**src/rtl/mips_div_pkg.sv**
```systemverilog
// mips_div_pkg: shared state encoding and counter sizing for the MIPS divide unit
package mips_div_pkg;

    typedef enum logic [1:0] {
        S_IDLE = 2'd0,
        S_CALC = 2'd1,
        S_FIX  = 2'd2,
        S_DONE = 2'd3
    } div_state_t;

    function automatic int cnt_w(input int w);
        return $clog2(w + 1);
    endfunction

endpackage

```
**src/rtl/mips_div_unit_step.sv**
```systemverilog
// div_step: one restoring shift-subtract-select step over a (WIDTH+1)-bit partial remainder
module div_step #(
    parameter int WIDTH = 32
) (
    input  logic [WIDTH:0]   rem,
    input  logic [WIDTH-1:0] quo,
    input  logic [WIDTH-1:0] divisor,
    output logic [WIDTH:0]   rem_nxt,
    output logic [WIDTH-1:0] quo_nxt
);

    logic [WIDTH:0] sh;
    logic [WIDTH:0] trial;
    logic           borrow;

    // shift the next dividend bit in, trial-subtract, keep or restore
    always_comb begin
        sh      = {rem[WIDTH-1:0], quo[WIDTH-1]};
        trial   = sh - {1'b0, divisor};
        borrow  = trial[WIDTH] & ~rem[WIDTH];
        rem_nxt = borrow ? sh : trial;
        quo_nxt = {quo[WIDTH-2:0], ~borrow};
    end

endmodule

```
**src/rtl/mips_div_unit.sv**
```systemverilog
// mips_div_unit: multi-cycle restoring DIV/DIVU; optional DIV_EARLY_OUT_EN skips the bit loop for trivial cases
module mips_div_unit
    import mips_div_pkg::*;
#(
    parameter int WIDTH = 32
) (
    input  logic             clk,
    input  logic             rst,
    input  logic             start,
    input  logic             signed_op,
    input  logic [WIDTH-1:0] dividend,
    input  logic [WIDTH-1:0] divisor,
    output logic             busy,
    output logic             done,
    output logic [WIDTH-1:0] quotient,
    output logic [WIDTH-1:0] remainder,
    output logic             div_by_zero
);

    localparam int CW = cnt_w(WIDTH);

    div_state_t       state;
    logic [WIDTH:0]   rem;
    logic [WIDTH-1:0] quo;
    logic [WIDTH-1:0] dsr;
    logic [CW-1:0]    cnt;
    logic             q_neg;
    logic             r_neg;
    logic             dz;
    logic [WIDTH:0]   rem_nxt;
    logic [WIDTH-1:0] quo_nxt;
    logic             a_neg;
    logic             b_neg;
    logic [WIDTH-1:0] a_mag;
    logic [WIDTH-1:0] b_mag;
    logic             b_zero;
    logic             early;

    // operand signs and magnitudes; DIVU treats both as non-negative
    always_comb begin
        a_neg  = signed_op & dividend[WIDTH-1];
        b_neg  = signed_op & divisor[WIDTH-1];
        a_mag  = a_neg ? -dividend : dividend;
        b_mag  = b_neg ? -divisor : divisor;
        b_zero = divisor == '0;
    end

`ifdef DIV_EARLY_OUT_EN
    assign early = b_zero || (a_mag < b_mag);
`else
    assign early = 1'b0;
`endif

    div_step #(.WIDTH(WIDTH)) u_step (
        .rem     (rem),
        .quo     (quo),
        .divisor (dsr),
        .rem_nxt (rem_nxt),
        .quo_nxt (quo_nxt)
    );

    // control FSM and datapath; early-out preloads the loop's final values and enters FIX so signs still apply
    always_ff @(posedge clk) begin
        if (rst) begin
            state       <= S_IDLE;
            busy        <= 1'b0;
            done        <= 1'b0;
            quotient    <= '0;
            remainder   <= '0;
            div_by_zero <= 1'b0;
            rem         <= '0;
            quo         <= '0;
            dsr         <= '0;
            cnt         <= '0;
            q_neg       <= 1'b0;
            r_neg       <= 1'b0;
            dz          <= 1'b0;
        end else begin
            done <= 1'b0;
            case (state)
                S_IDLE: if (start) begin
                    dsr   <= b_mag;
                    q_neg <= a_neg ^ b_neg;
                    r_neg <= a_neg;
                    dz    <= b_zero;
                    cnt   <= '0;
                    busy  <= 1'b1;
                    rem   <= early ? {1'b0, a_mag} : '0;
                    quo   <= early ? (b_zero ? '1 : '0) : a_mag;
                    state <= early ? S_FIX : S_CALC;
                end
                S_CALC: begin
                    rem   <= rem_nxt;
                    quo   <= quo_nxt;
                    cnt   <= cnt + 1'b1;
                    state <= (cnt == CW'(WIDTH - 1)) ? S_FIX : S_CALC;
                end
                S_FIX: begin
                    quo   <= q_neg ? -quo : quo;
                    rem   <= r_neg ? {1'b0, -rem[WIDTH-1:0]} : rem;
                    busy  <= 1'b0;
                    state <= S_DONE;
                end
                S_DONE: begin
                    quotient    <= quo;
                    remainder   <= rem[WIDTH-1:0];
                    div_by_zero <= dz;
                    done        <= 1'b1;
                    state       <= S_IDLE;
                end
                default: state <= S_IDLE;
            endcase
        end
    end

endmodule

```
**config.mk**
```make
export PLATFORM = sky130hd
export DESIGN_NAME = mips_div_unit
export DESIGN_NICKNAME = d
export VERILOG_FILES = /design/src/rtl/mips_div_pkg.sv /design/src/rtl/mips_div_unit_step.sv /design/src/rtl/mips_div_unit.sv
export SDC_FILE = /design/constraint.sdc
export NUM_CORES = 1
export LEC_CHECK = 0
export CELL_PAD_IN_SITES_DETAIL_PLACEMENT = 2
export CELL_PAD_IN_SITES_GLOBAL_PLACEMENT = 2
export CORE_ASPECT_RATIO = 1.4
export CORE_MARGIN = 10
export CORE_UTILIZATION = 33
export DETAILED_ROUTE_END_ITERATION = 8
export PLACE_DENSITY_LB_ADDON = 0.1
export SLEW_MARGIN = 20
export SYNTH_ARGS = -nofsm -noshare
export SYNTH_HDL_FRONTEND = slang
export SYNTH_SLANG_ARGS = --single-unit
```
**constraint.sdc**
```tcl
create_clock -name clk -period 4.3 [get_ports clk]
set_input_delay 0.645 -clock clk [delete_from_list [all_inputs] [get_ports clk]]
set_output_delay 0.645 -clock clk [all_outputs]
set_load 0.01 [all_outputs]
```
==> results.cfg <==
[yosys]
synth-edff-count = 0
syn-cell-area_mm2 = 0.0115
yosysUniqueCellTypes = 64
syn_avg_cell_area_um2 = 7.63
ys_seq_elements = 175
synth-main-ff-cell = dfxtp_1
yosysWarnings = 0
synth_fp_nets = 1614
ys_seq_area_share_pct = 30.5
synthCells = 1504
async_flop_share_pct = 0

[power]
pwr-share-seq_pct = 40.8
p_comb_share_pct = 22.1
p_per_area_mw_per_mm2 = 315
internal_power_w = 0.00295
vdd_drop_max_uv = 256
leakage_nw = 5.08
switching_share_pct = 32.9
p_clk_share_pct = 37.2
p_sw_w = 0.00145

[flow_run]
cap_viol_max_count = 0

[routing]
ant_nets = 0
routedWlPerCell_um = 21.6
via_count = 11700
drc = 0
routed_wl_mm = 44.7
viasPerCell = 5.68
first_pass_iters = 5
first_iter_violations = 511

[sta]
fmax_ghz = 0.256
fin_skew_ns = 0.0134
setup_violations = 0
finalHoldViolations = 0
layout_setup_ws_ns = 0.394
slew_viol_final = 0
slew_headroom_pct = 41.1
rsz0062_at_grt = no
setup_tns_ns = 0
period_share_pct = 90.8
finalCriticalPeriod_ns = 3.91
tightest_slew_ns = 0.884

[floorplanning]
dieArea_mm2 = 0.0427
start_util_pct = 33.5
io_pins = 135
rows = 80
core_area_mm2 = 0.0342
dieHeight_um = 241
die_x_um = 178

[hold_path]
hold_path_class = flip-flop to flip-flop
holdCritStartpoint = dsr[31]
worstHoldPathCells = 2
holdPathEnd = dsr[31]

[cts]
max-clock-path-buffers = 2
clk_pin_slew_worst_paths_ns = 0.07
clkLatencyLatePin_ns = 0.46
cts_sinks = 175
holdBufCountCts = 0
post_cts_buffers = 0
htree_levels = 4
cts_tree = done
cts_buffers = 17
cts-root-buf = clkbuf_16
cts_resized = 0

[worst_setup_path]
slowest_stage = mux2_2
worst_r2r_startpoint = quo[31]
cp.arrival_ns = 4.27
r2r_cells = 14
max_stage_delay_ns = 0.47
path_max_fanout = 17
crit_path_start_kind = flip-flop
r2r_end = rem[29]
path_cells = inv_1, ha_1, fa_1, nor2b_1, o21ai_0, a21o_1, a211oi_1, nor2_1, o21ai_0, mux2_2, nor2_2, buf_4, nand4b_1, a311oi_1
setup.worst_path.class = flip-flop to flip-flop
ff2ff_setup_slack_ns = 0.39
cp-end-kind = flip-flop
crit_buf_inv = 2
crit_required_ns = 4.66
crit_top_cell = o21ai_0
critPathTopFamily = compound AO/OA/AOI/OAI gates

[place]
place_congestion = 0.825
io_buffers = 134
pre_cts_ws_ns = 0.421
dp_hpwl_mm = 33.3
dp.cells = 2036

[global_route]
antenna_found_initial = 0
grt_first_pass_wirelength_mm = 72.2
grt_use_total_pct = 21.0
grt_pass1_vias = 12900
grt_max_degree = 80
gr-total-overflow = 0

[finish]
fin_nets = 1714
instances_no_fill = 2068
drive_gt1_share_pct = 6.00
post-route-util_pct = 40.8
syn_to_final_growth_pct = 21.7
diodes = 0

[outcome]
outcome = finished, final reports clean
## synth_stat cells, types with 7 or more instances
| cell type | number | area [um^2] |
|---|---|---|
| nor2_1 | 203 | 762 |
| dfxtp_1 | 175 | 3500 |
| o21ai_0 | 116 | 581 |
| a21oi_1 | 113 | 566 |
| nand2_1 | 96 | 360 |
| clkbuf_1 | 88 | 330 |
| mux2i_1 | 78 | 781 |
| inv_1 | 60 | 225 |
| a211oi_1 | 56 | 420 |
| nor3_1 | 54 | 270 |
| xnor2_1 | 48 | 420 |
| ha_1 | 41 | 513 |
| xor2_1 | 41 | 359 |
| nand3_1 | 35 | 175 |
| a21o_1 | 21 | 158 |
| or3_1 | 18 | 113 |
| o31ai_1 | 17 | 128 |
| nand2b_1 | 16 | 100 |
| nor4_1 | 16 | 100 |
| a31oi_1 | 15 | 93.8 |
| a22oi_1 | 13 | 97.6 |
| nor2b_1 | 13 | 81.3 |
| o32ai_1 | 12 | 105 |
| a222oi_1 | 11 | 110 |
| nand4_1 | 11 | 68.8 |
| o21a_1 | 10 | 75.1 |
| and2_1 | 9 | 56.3 |
| nand3b_1 | 9 | 67.6 |
| and3_1 | 7 | 43.8 |
| o22ai_1 | 7 | 43.8 |
| or4_1 | 7 | 52.6 |
## state kept, by name, indices dropped and copies added (netlist names), named ones only
signal,count
state,1
done,1
r_neg,1
busy,1
div_by_zero,1
remainder,32
rem,33
q_neg,1
quotient,32
dz,1
dsr,32
quo,32
cnt,6
## stage by stage
stage	hold WS (ns)	total power [W]	area, um^2
2_1_floorplan	0.432	0.00243	11500
3_5_place_dp	0.460	0.00280	13400
5_1_grt	0.489	0.00465	14000
4_1_cts	0.470	0.00446	14000
6_report	0.465	0.00440	14000
3_3_place_gp	0.441	0.00277	13400
## area by class of cell
class                      count  area (um^2)
clock buffer                  19          443
clock inverter                13          150
fill                        3995        20300
inverter                      61          229
multi-input combinational   1171         7400
sequential                   175         3500
tap                          451          564
timing repair buffer         178         1670
## layout by cell type, fill, tap and decap left out, types with 35 or more instances in the layout
master and instances:
nor2_1 201, dfxtp_1 175, clkdlybuf4s50_1 133, o21ai_0 116, a21oi_1 113, nand2_1 96
mux2i_1 78, inv_1 60, a211oi_1 56, nor3_1 54, xnor2_1 48, buf_4 44
xor2_1 41, ha_1 40, nand3_1 35
## per-layer routing
layer | vias to the layer above | part of all wire (%) | GRT usage [%]
li1 | 5623 | - | -
met1 | 5887 | 43 | 24.2
met2 | 190 | 52 | 38.8
met3 | 46 | 3.5 | 3.50
met4 | 0 | 1.9 | 5.92
met5 | - | 0 | 0
## kinds of logic after synthesis
logic type	count (synthesis)	synth area share [%]
xor+xnor	89	6.79
simple gates	516	21.2
buf+inv	158	5.20
mux	81	7.10
fa+ha+maj	42	4.65
compound gates	443	24.6
flops	175	30.5
## power by group through the flow
stage | Combinational [W] | Sequential [W] | Clock, W
5_1_grt | 0.00109 | 0.00181 | 0.00174
3_5_place_dp | 0.000968 | 0.00183 | 0
4_1_cts | 0.000980 | 0.00180 | 0.00168
2_1_floorplan | 0.000648 | 0.00178 | 0
3_3_place_gp | 0.000938 | 0.00183 | 0
6_report | 0.000971 | 0.00180 | 0.00164
## worst max path at each step
stage / from / to / slack, ns / cells past startpoint
2_1_floorplan: quo[31] / rem[24] / 0.90 / 14
3_3_place_gp: quo[31] / rem[24] / 0.55 / 14
3_5_place_dp: quo[31] / rem[29] / 0.42 / 14
4_1_cts: quo[31] / rem[29] / 0.36 / 14
5_1_grt: quo[31] / rem[25] / 0.12 / 14
6_report: quo[31] / rem[29] / 0.39 / 14
## worst min-delay path, cell delays in order, from the launching register on
cell and delay (ns):
dfxtp_1 0.32, nand2_1 0.05, a21oi_1 0.05
No activity file was read; power rests on OpenSTA's default activity.
